### src/rtl/mdu_ctrl_pkg.sv
// Shared types and op codes for the EX-stage multiply/divide sequencer.
package mdu_ctrl_pkg;

  localparam int unsigned WIDTH = 32;
  localparam int unsigned OP_W  = 5;

  localparam logic [OP_W-1:0] OP_MULT  = 5'd1;
  localparam logic [OP_W-1:0] OP_MULTU = 5'd2;
  localparam logic [OP_W-1:0] OP_DIV   = 5'd3;
  localparam logic [OP_W-1:0] OP_DIVU  = 5'd4;
  localparam logic [OP_W-1:0] OP_MTHI  = 5'd5;
  localparam logic [OP_W-1:0] OP_MTLO  = 5'd6;

  typedef enum logic [1:0] {
    S_IDLE     = 2'd0,
    S_MUL_WAIT = 2'd1,
    S_DIV_RUN  = 2'd2,
    S_DONE     = 2'd3
  } state_e;

  typedef struct packed {
    logic [OP_W-1:0]  op;
    logic [WIDTH-1:0] a;
    logic [WIDTH-1:0] b;
  } mdu_req_t;

  typedef struct packed {
    logic [WIDTH-1:0] hi;
    logic [WIDTH-1:0] lo;
  } mdu_res_t;

  function automatic logic is_mul(input logic [OP_W-1:0] op);
    return (op == OP_MULT) || (op == OP_MULTU);
  endfunction

  function automatic logic is_div(input logic [OP_W-1:0] op);
    return (op == OP_DIV) || (op == OP_DIVU);
  endfunction

endpackage

### src/rtl/mdu_ctrl_div_radix2.sv
// Iterative restoring radix-2 divider: one quotient bit per cycle, WIDTH iterations.
module mdu_ctrl_div_radix2
  import mdu_ctrl_pkg::*;
(
  input  logic             clk,
  input  logic             rst_n,
  input  logic             start_i,
  input  logic             cancel_i,
  input  logic             signed_i,
  input  logic [WIDTH-1:0] a_i,
  input  logic [WIDTH-1:0] b_i,
  output logic             done_c_o,
  output logic [WIDTH-1:0] quot_c_o,
  output logic [WIDTH-1:0] rem_c_o
);

  localparam int unsigned CNT_W = $clog2(WIDTH) + 1;
  localparam logic [CNT_W-1:0] CNT_LAST = CNT_W'(WIDTH);

  logic [CNT_W-1:0]   cnt_q, cnt_d;
  logic [2*WIDTH-1:0] prem_q, prem_d;
  logic [WIDTH-1:0]   dvs_q, dvs_d;
  logic               qneg_q, qneg_d;
  logic               rneg_q, rneg_d;
  logic [WIDTH-1:0]   abs_a, abs_b;

  // Partial remainder layout: {remainder, dividend bits shifting out / quotient bits shifting in}.
  function automatic logic [2*WIDTH-1:0] div_step(input logic [2*WIDTH-1:0] pr,
                                                  input logic [WIDTH-1:0]   d);
    logic [WIDTH:0] top;
    logic           qbit;
    top  = pr[2*WIDTH-1:WIDTH-1];
    qbit = (top >= {1'b0, d});
    if (qbit) top = top - {1'b0, d};
    return {top[WIDTH-1:0], pr[WIDTH-2:0], qbit};
  endfunction

  assign abs_a = (signed_i && a_i[WIDTH-1]) ? (-a_i) : a_i;
  assign abs_b = (signed_i && b_i[WIDTH-1]) ? (-b_i) : b_i;

  // The first iteration is folded into the start edge so the result is ready after WIDTH cycles.
  always_comb begin
    cnt_d  = cnt_q;
    prem_d = prem_q;
    dvs_d  = dvs_q;
    qneg_d = qneg_q;
    rneg_d = rneg_q;
    if (cancel_i) begin
      cnt_d = '0;
    end else if (start_i) begin
      dvs_d  = abs_b;
      qneg_d = signed_i & (a_i[WIDTH-1] ^ b_i[WIDTH-1]);
      rneg_d = signed_i & a_i[WIDTH-1];
      prem_d = div_step({{WIDTH{1'b0}}, abs_a}, abs_b);
      cnt_d  = CNT_W'(1);
    end else if (cnt_q == CNT_LAST) begin
      cnt_d = '0;
    end else if (cnt_q != '0) begin
      prem_d = div_step(prem_q, dvs_q);
      cnt_d  = cnt_q + CNT_W'(1);
    end
  end

  always_ff @(posedge clk or negedge rst_n) begin
    if (!rst_n) begin
      cnt_q  <= '0;
      prem_q <= '0;
      dvs_q  <= '0;
      qneg_q <= 1'b0;
      rneg_q <= 1'b0;
    end else begin
      cnt_q  <= cnt_d;
      prem_q <= prem_d;
      dvs_q  <= dvs_d;
      qneg_q <= qneg_d;
      rneg_q <= rneg_d;
    end
  end

  assign done_c_o = (cnt_q == CNT_LAST);
  assign quot_c_o = qneg_q ? (-prem_q[WIDTH-1:0]) : prem_q[WIDTH-1:0];
  assign rem_c_o  = rneg_q ? (-prem_q[2*WIDTH-1:WIDTH]) : prem_q[2*WIDTH-1:WIDTH];

endmodule

### src/rtl/mdu_ctrl.sv
// EX-stage multiply/divide sequencer: owns HI/LO, times the multiplier window, runs the divider.
module mdu_ctrl
  import mdu_ctrl_pkg::*;
#(
  parameter int unsigned MUL_CYCLES = 2
) (
  input  logic             clk,
  input  logic             rst_n,
  input  logic             op_valid_i,
  input  logic [OP_W-1:0]  op_i,
  input  logic [WIDTH-1:0] a_i,
  input  logic [WIDTH-1:0] b_i,
  input  logic             flush_i,
  output logic [WIDTH-1:0] hi_o,
  output logic [WIDTH-1:0] lo_o,
  output logic             stall_c_o,
  output logic             busy_o
);

  localparam int unsigned CNT_W = 3;
  localparam logic [CNT_W-1:0] MUL_LAST = CNT_W'(MUL_CYCLES - 1);

  state_e           state_q, state_d;
  logic [CNT_W-1:0] cnt_q, cnt_d;
  mdu_req_t         req_q, req_d;
  mdu_res_t         res_q, res_d;
  logic             no_wr_q, no_wr_d;
  logic [WIDTH-1:0] hi_q, hi_d;
  logic [WIDTH-1:0] lo_q, lo_d;
  logic             busy_q, busy_d;

  logic               accept;
  logic               div_start, div_cancel, div_done;
  logic [WIDTH-1:0]   div_quot, div_rem;
  logic               mul_sext;
  logic [2*WIDTH-1:0] mul_a, mul_b, mul_res;

  // Sign-extending for MULT makes the truncated 2*WIDTH product the signed result.
  assign mul_sext = (req_q.op == OP_MULT);
  assign mul_a    = {{WIDTH{mul_sext & req_q.a[WIDTH-1]}}, req_q.a};
  assign mul_b    = {{WIDTH{mul_sext & req_q.b[WIDTH-1]}}, req_q.b};
  assign mul_res  = mul_a * mul_b;

  mdu_ctrl_div_radix2 u_div (
    .clk      (clk),
    .rst_n    (rst_n),
    .start_i  (div_start),
    .cancel_i (div_cancel),
    .signed_i (op_i == OP_DIV),
    .a_i      (a_i),
    .b_i      (b_i),
    .done_c_o (div_done),
    .quot_c_o (div_quot),
    .rem_c_o  (div_rem)
  );

  assign accept = op_valid_i & ~flush_i;

  always_comb begin
    state_d    = state_q;
    cnt_d      = cnt_q;
    req_d      = req_q;
    res_d      = res_q;
    no_wr_d    = no_wr_q;
    hi_d       = hi_q;
    lo_d       = lo_q;
    stall_c_o  = 1'b0;
    div_start  = 1'b0;
    div_cancel = 1'b0;
    case (state_q)
      S_IDLE: begin
        if (accept) begin
          if (is_mul(op_i)) begin
            req_d     = '{op: op_i, a: a_i, b: b_i};
            cnt_d     = MUL_LAST;
            no_wr_d   = 1'b0;
            stall_c_o = 1'b1;
            state_d   = S_MUL_WAIT;
          end else if (is_div(op_i)) begin
            req_d     = '{op: op_i, a: a_i, b: b_i};
            stall_c_o = 1'b1;
            if (b_i == '0) begin
              no_wr_d = 1'b1;
              state_d = S_DONE;
            end else begin
              no_wr_d   = 1'b0;
              div_start = 1'b1;
              state_d   = S_DIV_RUN;
            end
          end else if (op_i == OP_MTHI) begin
            hi_d = a_i;
          end else if (op_i == OP_MTLO) begin
            lo_d = a_i;
          end
        end
      end
      S_MUL_WAIT: begin
        stall_c_o = 1'b1;
        if (flush_i) begin
          state_d = S_IDLE;
        end else if (cnt_q == '0) begin
          res_d   = mul_res;
          state_d = S_DONE;
        end else begin
          cnt_d = cnt_q - CNT_W'(1);
        end
      end
      S_DIV_RUN: begin
        stall_c_o = 1'b1;
        if (flush_i) begin
          div_cancel = 1'b1;
          state_d    = S_IDLE;
        end else if (div_done) begin
          res_d   = '{hi: div_rem, lo: div_quot};
          state_d = S_DONE;
        end
      end
      S_DONE: begin
        if (!flush_i && !no_wr_q) begin
          hi_d = res_q.hi;
          lo_d = res_q.lo;
        end
        state_d = S_IDLE;
      end
      default: state_d = S_IDLE;
    endcase
  end

  assign busy_d = (state_d != S_IDLE);

  always_ff @(posedge clk or negedge rst_n) begin
    if (!rst_n) begin
      state_q <= S_IDLE;
      cnt_q   <= '0;
      req_q   <= '0;
      res_q   <= '0;
      no_wr_q <= 1'b0;
      hi_q    <= '0;
      lo_q    <= '0;
      busy_q  <= 1'b0;
    end else begin
      state_q <= state_d;
      cnt_q   <= cnt_d;
      req_q   <= req_d;
      res_q   <= res_d;
      no_wr_q <= no_wr_d;
      hi_q    <= hi_d;
      lo_q    <= lo_d;
      busy_q  <= busy_d;
    end
  end

  assign hi_o   = hi_q;
  assign lo_o   = lo_q;
  assign busy_o = busy_q;

endmodule

### config.mk
export PLATFORM = sky130hd
export DESIGN_NAME = mdu_ctrl
export DESIGN_NICKNAME = d
export VERILOG_FILES = /design/src/rtl/mdu_ctrl_pkg.sv /design/src/rtl/mdu_ctrl_div_radix2.sv /design/src/rtl/mdu_ctrl.sv
export SDC_FILE = /design/constraint.sdc
export NUM_CORES = 2
export LEC_CHECK = 0
export ABC_AREA = 1
export CORE_MARGIN = 2
export CORE_UTILIZATION = 55
export CTS_CLUSTER_DIAMETER = 50
export DETAILED_ROUTE_END_ITERATION = 10
export MAX_ROUTING_LAYER = met4
export PLACE_DENSITY = 0.75
export SLEW_MARGIN = 40
export SYNTH_ARGS = -nofsm -noshare
export SYNTH_HDL_FRONTEND = slang
export SYNTH_SLANG_ARGS = --single-unit
### constraint.sdc
create_clock -name clk -period 7.1 [get_ports clk]
set_clock_uncertainty 0.15 [all_clocks]
set_input_delay 1.775 -clock clk [delete_from_list [all_inputs] [get_ports clk]]
set_output_delay 1.775 -clock clk [all_outputs]
set_load 0.05 [all_outputs]
==> flow_metrics.env <==
export IMPL_cts_htree_levels=2
export IMPL_design_area_sq_um=70630
export IMPL_r2r_start="req_q[65]"
export IMPL_synth_area_leaders="fa_1 39%, dfrtp_1 13%, nand2_1 12%"
export IMPL_fmax_ghz=0.1294
export IMPL_min_period_ps=7725
export IMPL_crit_path_end_kind="flip-flop"
export IMPL_placed_area_sq_um=66210
export IMPL_required_ps=7420
export IMPL_max_slew_margin_rel=0.3596
export IMPL_cts_buffers=41
export IMPL_drt_iter0_markers=5237
export IMPL_die_y_um=329.3
export IMPL_avgViaCountPerCell=5.564
export IMPL_pin_count=139
export IMPL_ys_seq_area_frac=0.1324
export IMPL_grt_pass1_wl_um=308300
export IMPL_finalWirelength_um=198300
export IMPL_syn_instance_count=7557
export IMPL_slowest_delay_ps=640
export IMPL_antenna_found_initial=5
export IMPL_grt_ovfl_total=0
export IMPL_syn_nets=9015
export IMPL_max_cap_violations=0
export IMPL_post_route_period_util=1.088
export IMPL_synthFlopType="dfrtp_1"
export IMPL_cts_root_buf="clkbuf_16"
export IMPL_vias=52940
export IMPL_die_w_um=329.3
export IMPL_synthArstFlopShare=1.000
export IMPL_drc=0
export IMPL_cts_sinks=308
export IMPL_dp_slack_ps=-1006
export IMPL_synth_seq_cells=308
export IMPL_num_rows=119
export IMPL_insertion_delay_ps=590
export IMPL_fp_dieArea_sq_um=108400
export IMPL_synth_edf_count=0
export IMPL_post_drt_wl_per_cell_um=20.85
export IMPL_fill_cells=8516
export IMPL_firstDrtPassIters=7
export IMPL_ctsHoldBuffers=0
export IMPL_grt_max_degree=132
export IMPL_yosysWarnings=0
export IMPL_ant_nets=0
export IMPL_grt_setup_unrepaired="yes"
export IMPL_hold_class="reg2reg"
export IMPL_reg2reg_depth=30
export IMPL_setup_viol=40
export IMPL_yosysTopAreaCellShare=0.3873
export IMPL_ff_latch_area_sq_um=7726
export IMPL_fin_ws_ps=-625.1
export IMPL_slowest_stage="fa_2"
export IMPL_grt_usage=0.3807
export IMPL_multiInputGateArea_sq_um=44510
export IMPL_synth_area_leader_cell="fa_1"
export IMPL_grt_pass1_vias=54260
export IMPL_synth_cell_types=51
export IMPL_netlist_area_sq_um=58200
export IMPL_endpoint="res_q[54]"
export IMPL_crit_arrival_ps=8040
export IMPL_reg2reg_to="res_q[54]"
export IMPL_finalHoldViolations=0
export IMPL_post_dp_hpwl_um=161300
export IMPL_cp_start_kind="flip-flop"
export IMPL_clock_path_buffers=3
export IMPL_avgSynthCellArea_sq_um=7.701
export IMPL_fin_nets=9550
export IMPL_portBuffers=138
export IMPL_worstMarginPinSlew_ps=953.3
export IMPL_crit_type="reg2reg"
export IMPL_cts_tree="built"
export IMPL_gp_congestion=1.036
export IMPL_initial_core_util=0.5537
export IMPL_cp_max_fo=9
export IMPL_crit_top_cell="fa_1"
export IMPL_drive_above_1_share=0.1636
export IMPL_status="finished, violations left"
export IMPL_failed_checks="setup timing"
export IMPL_cts_clk_slew_worst_paths_ps=60
export IMPL_startpoint="req_q[65]"
export IMPL_area_growth_pct=21.36
export IMPL_final_max_slew_viol_count=0
export IMPL_rrSetupSlack_ps=-630
export IMPL_core_area_sq_um=105100
[registers in the layout, indices dropped and copies added, names as in the netlist]
signal	flops
u_div.dvs_q	32
no_wr_q	1
u_div.cnt_q	6
u_div.qneg_q	1
req_q	5
lo_o	32
u_div.prem_q	64
busy_o	1
mul_a	32
cnt_q	3
mul_b	32
state_q	2
u_div.rneg_q	1
hi_o	32
res_q	64
[per-layer routing]
layer / up-vias / part of all wire / track usage
met3: 584 / 0.086 / 0.04956
li1: 23420 / - / -
met2: 2787 / 0.46 / 0.5947
met5: - / 0 / -
met1: 26150 / 0.39 / 0.5039
met4: 0 / 0.057 / 0.1593
[critical path: cells and delay by family, from the launching register on]
family,cells,cell delay (ps)
AOI/OAI and AO/OA,4,760
adders and majority gates,9,4290
buffers and inverters,9,1040
DFF,1,420
and+or+nand+nor,8,930
[area by class of cell]
cell class,count,share of cell area
well taps,1391,0.02464
repair buffers,876,0.1199
clock inverters,20,0.002515
flip-flops and latches,308,0.1094
multi-input cells,5039,0.6301
diodes,2,0.00007086
inverters,1826,0.09725
clock buffers,52,0.01614
[Yosys cell counts (7+ instances only)]
cell type,number
dfrtp_1,308
nand2_1,1863
buf_1,10
nand3_1,265
nor4_1,17
o21bai_1,10
a221oi_1,8
buf_2,18
a21oi_1,258
nor2_1,476
or2_2,13
nand3b_1,8
o21ai_0,354
inv_1,1819
nand4_1,41
a21o_1,19
o21a_1,8
fa_1,1126
clkbuf_1,348
nor3_1,33
a21boi_0,7
ha_1,259
xnor2_1,41
o211ai_1,21
nand3_2,8
xor2_1,41
a31oi_1,107
o21ai_1,13
[worst min path at each step]
stage,slack [ps],start,depth (start not counted),to
floorplan,290,req_q[68],2,req_q[68]
global placement,310,req_q[68],2,req_q[68]
detailed placement,310,req_q[68],2,req_q[68]
CTS,330,req_q[68],2,req_q[68]
global route,360,cnt_q[1],2,cnt_q[1]
finish,340,res_q[32],2,res_q[32]
[logic make-up after synthesis]
kind of cell	count (synthesis)	synth area share
buffers and inverters	2210	0.1441
muxes	6	0.001161
AOI/OAI and AO/OA	819	0.07688
xor gates and xnor gates	82	0.01234
adders and majority gates	1385	0.4430
and+or+nand+nor	2747	0.1901
DFF	308	0.1324
[metrics by stage]
step / util / setup TNS [ps] / hold WS, ps / cells
floorplan: - / -1502 / 286.8 / 7557
global placement: 0.6291 / -21560 / 309.3 / 9372
detailed placement: 0.6298 / -25000 / 311.3 / 9375
CTS: 0.6601 / -12090 / 326.1 / 9477
global route: 0.6719 / -25160 / 362.3 / 9514
finish: 0.6719 / -15830 / 335.1 / 9514
[layout by cell type (no fill, tap or decap), types with 27 or more instances in the layout]
cell | netlist | routed
nand2_1 | 1863 | 1818
inv_1 | 1819 | 1747
fa_1 | 1126 | 1090
buf_4 | 2 | 591
nor2_1 | 476 | 399
dfrtp_1 | 308 | 293
o21ai_0 | 354 | 284
nand3_1 | 265 | 243
ha_1 | 259 | 213
a21oi_1 | 258 | 175
clkdlybuf4s50_1 | 0 | 137
a31oi_1 | 107 | 103
buf_12 | 2 | 89
inv_2 | 6 | 72
a21oi_2 | 0 | 68
o21ai_1 | 13 | 46
clkbuf_16 | 0 | 46
ha_4 | 0 | 45
nor2_4 | 4 | 44
buf_6 | 4 | 44
nor2_2 | 6 | 43
nand4_1 | 41 | 41
xor2_1 | 41 | 41
xnor2_1 | 41 | 38
fa_2 | 0 | 36
nand2_2 | 3 | 34
o21ai_2 | 0 | 27
[what timing repair did]
action | 4_1_cts | 5_1_grt
endpoints found under the hold margin | 0 | 0
cloned | 5 | 3
resized for setup | 417 | 230
setup endpoints to repair | 45 | 45
setup buffers | 30 | 34
pin swaps | 98 | 75
Power is left out: the tool's default activity adds up to more than one toggle a clock period on the data nets, which glitch-free logic cannot reach.
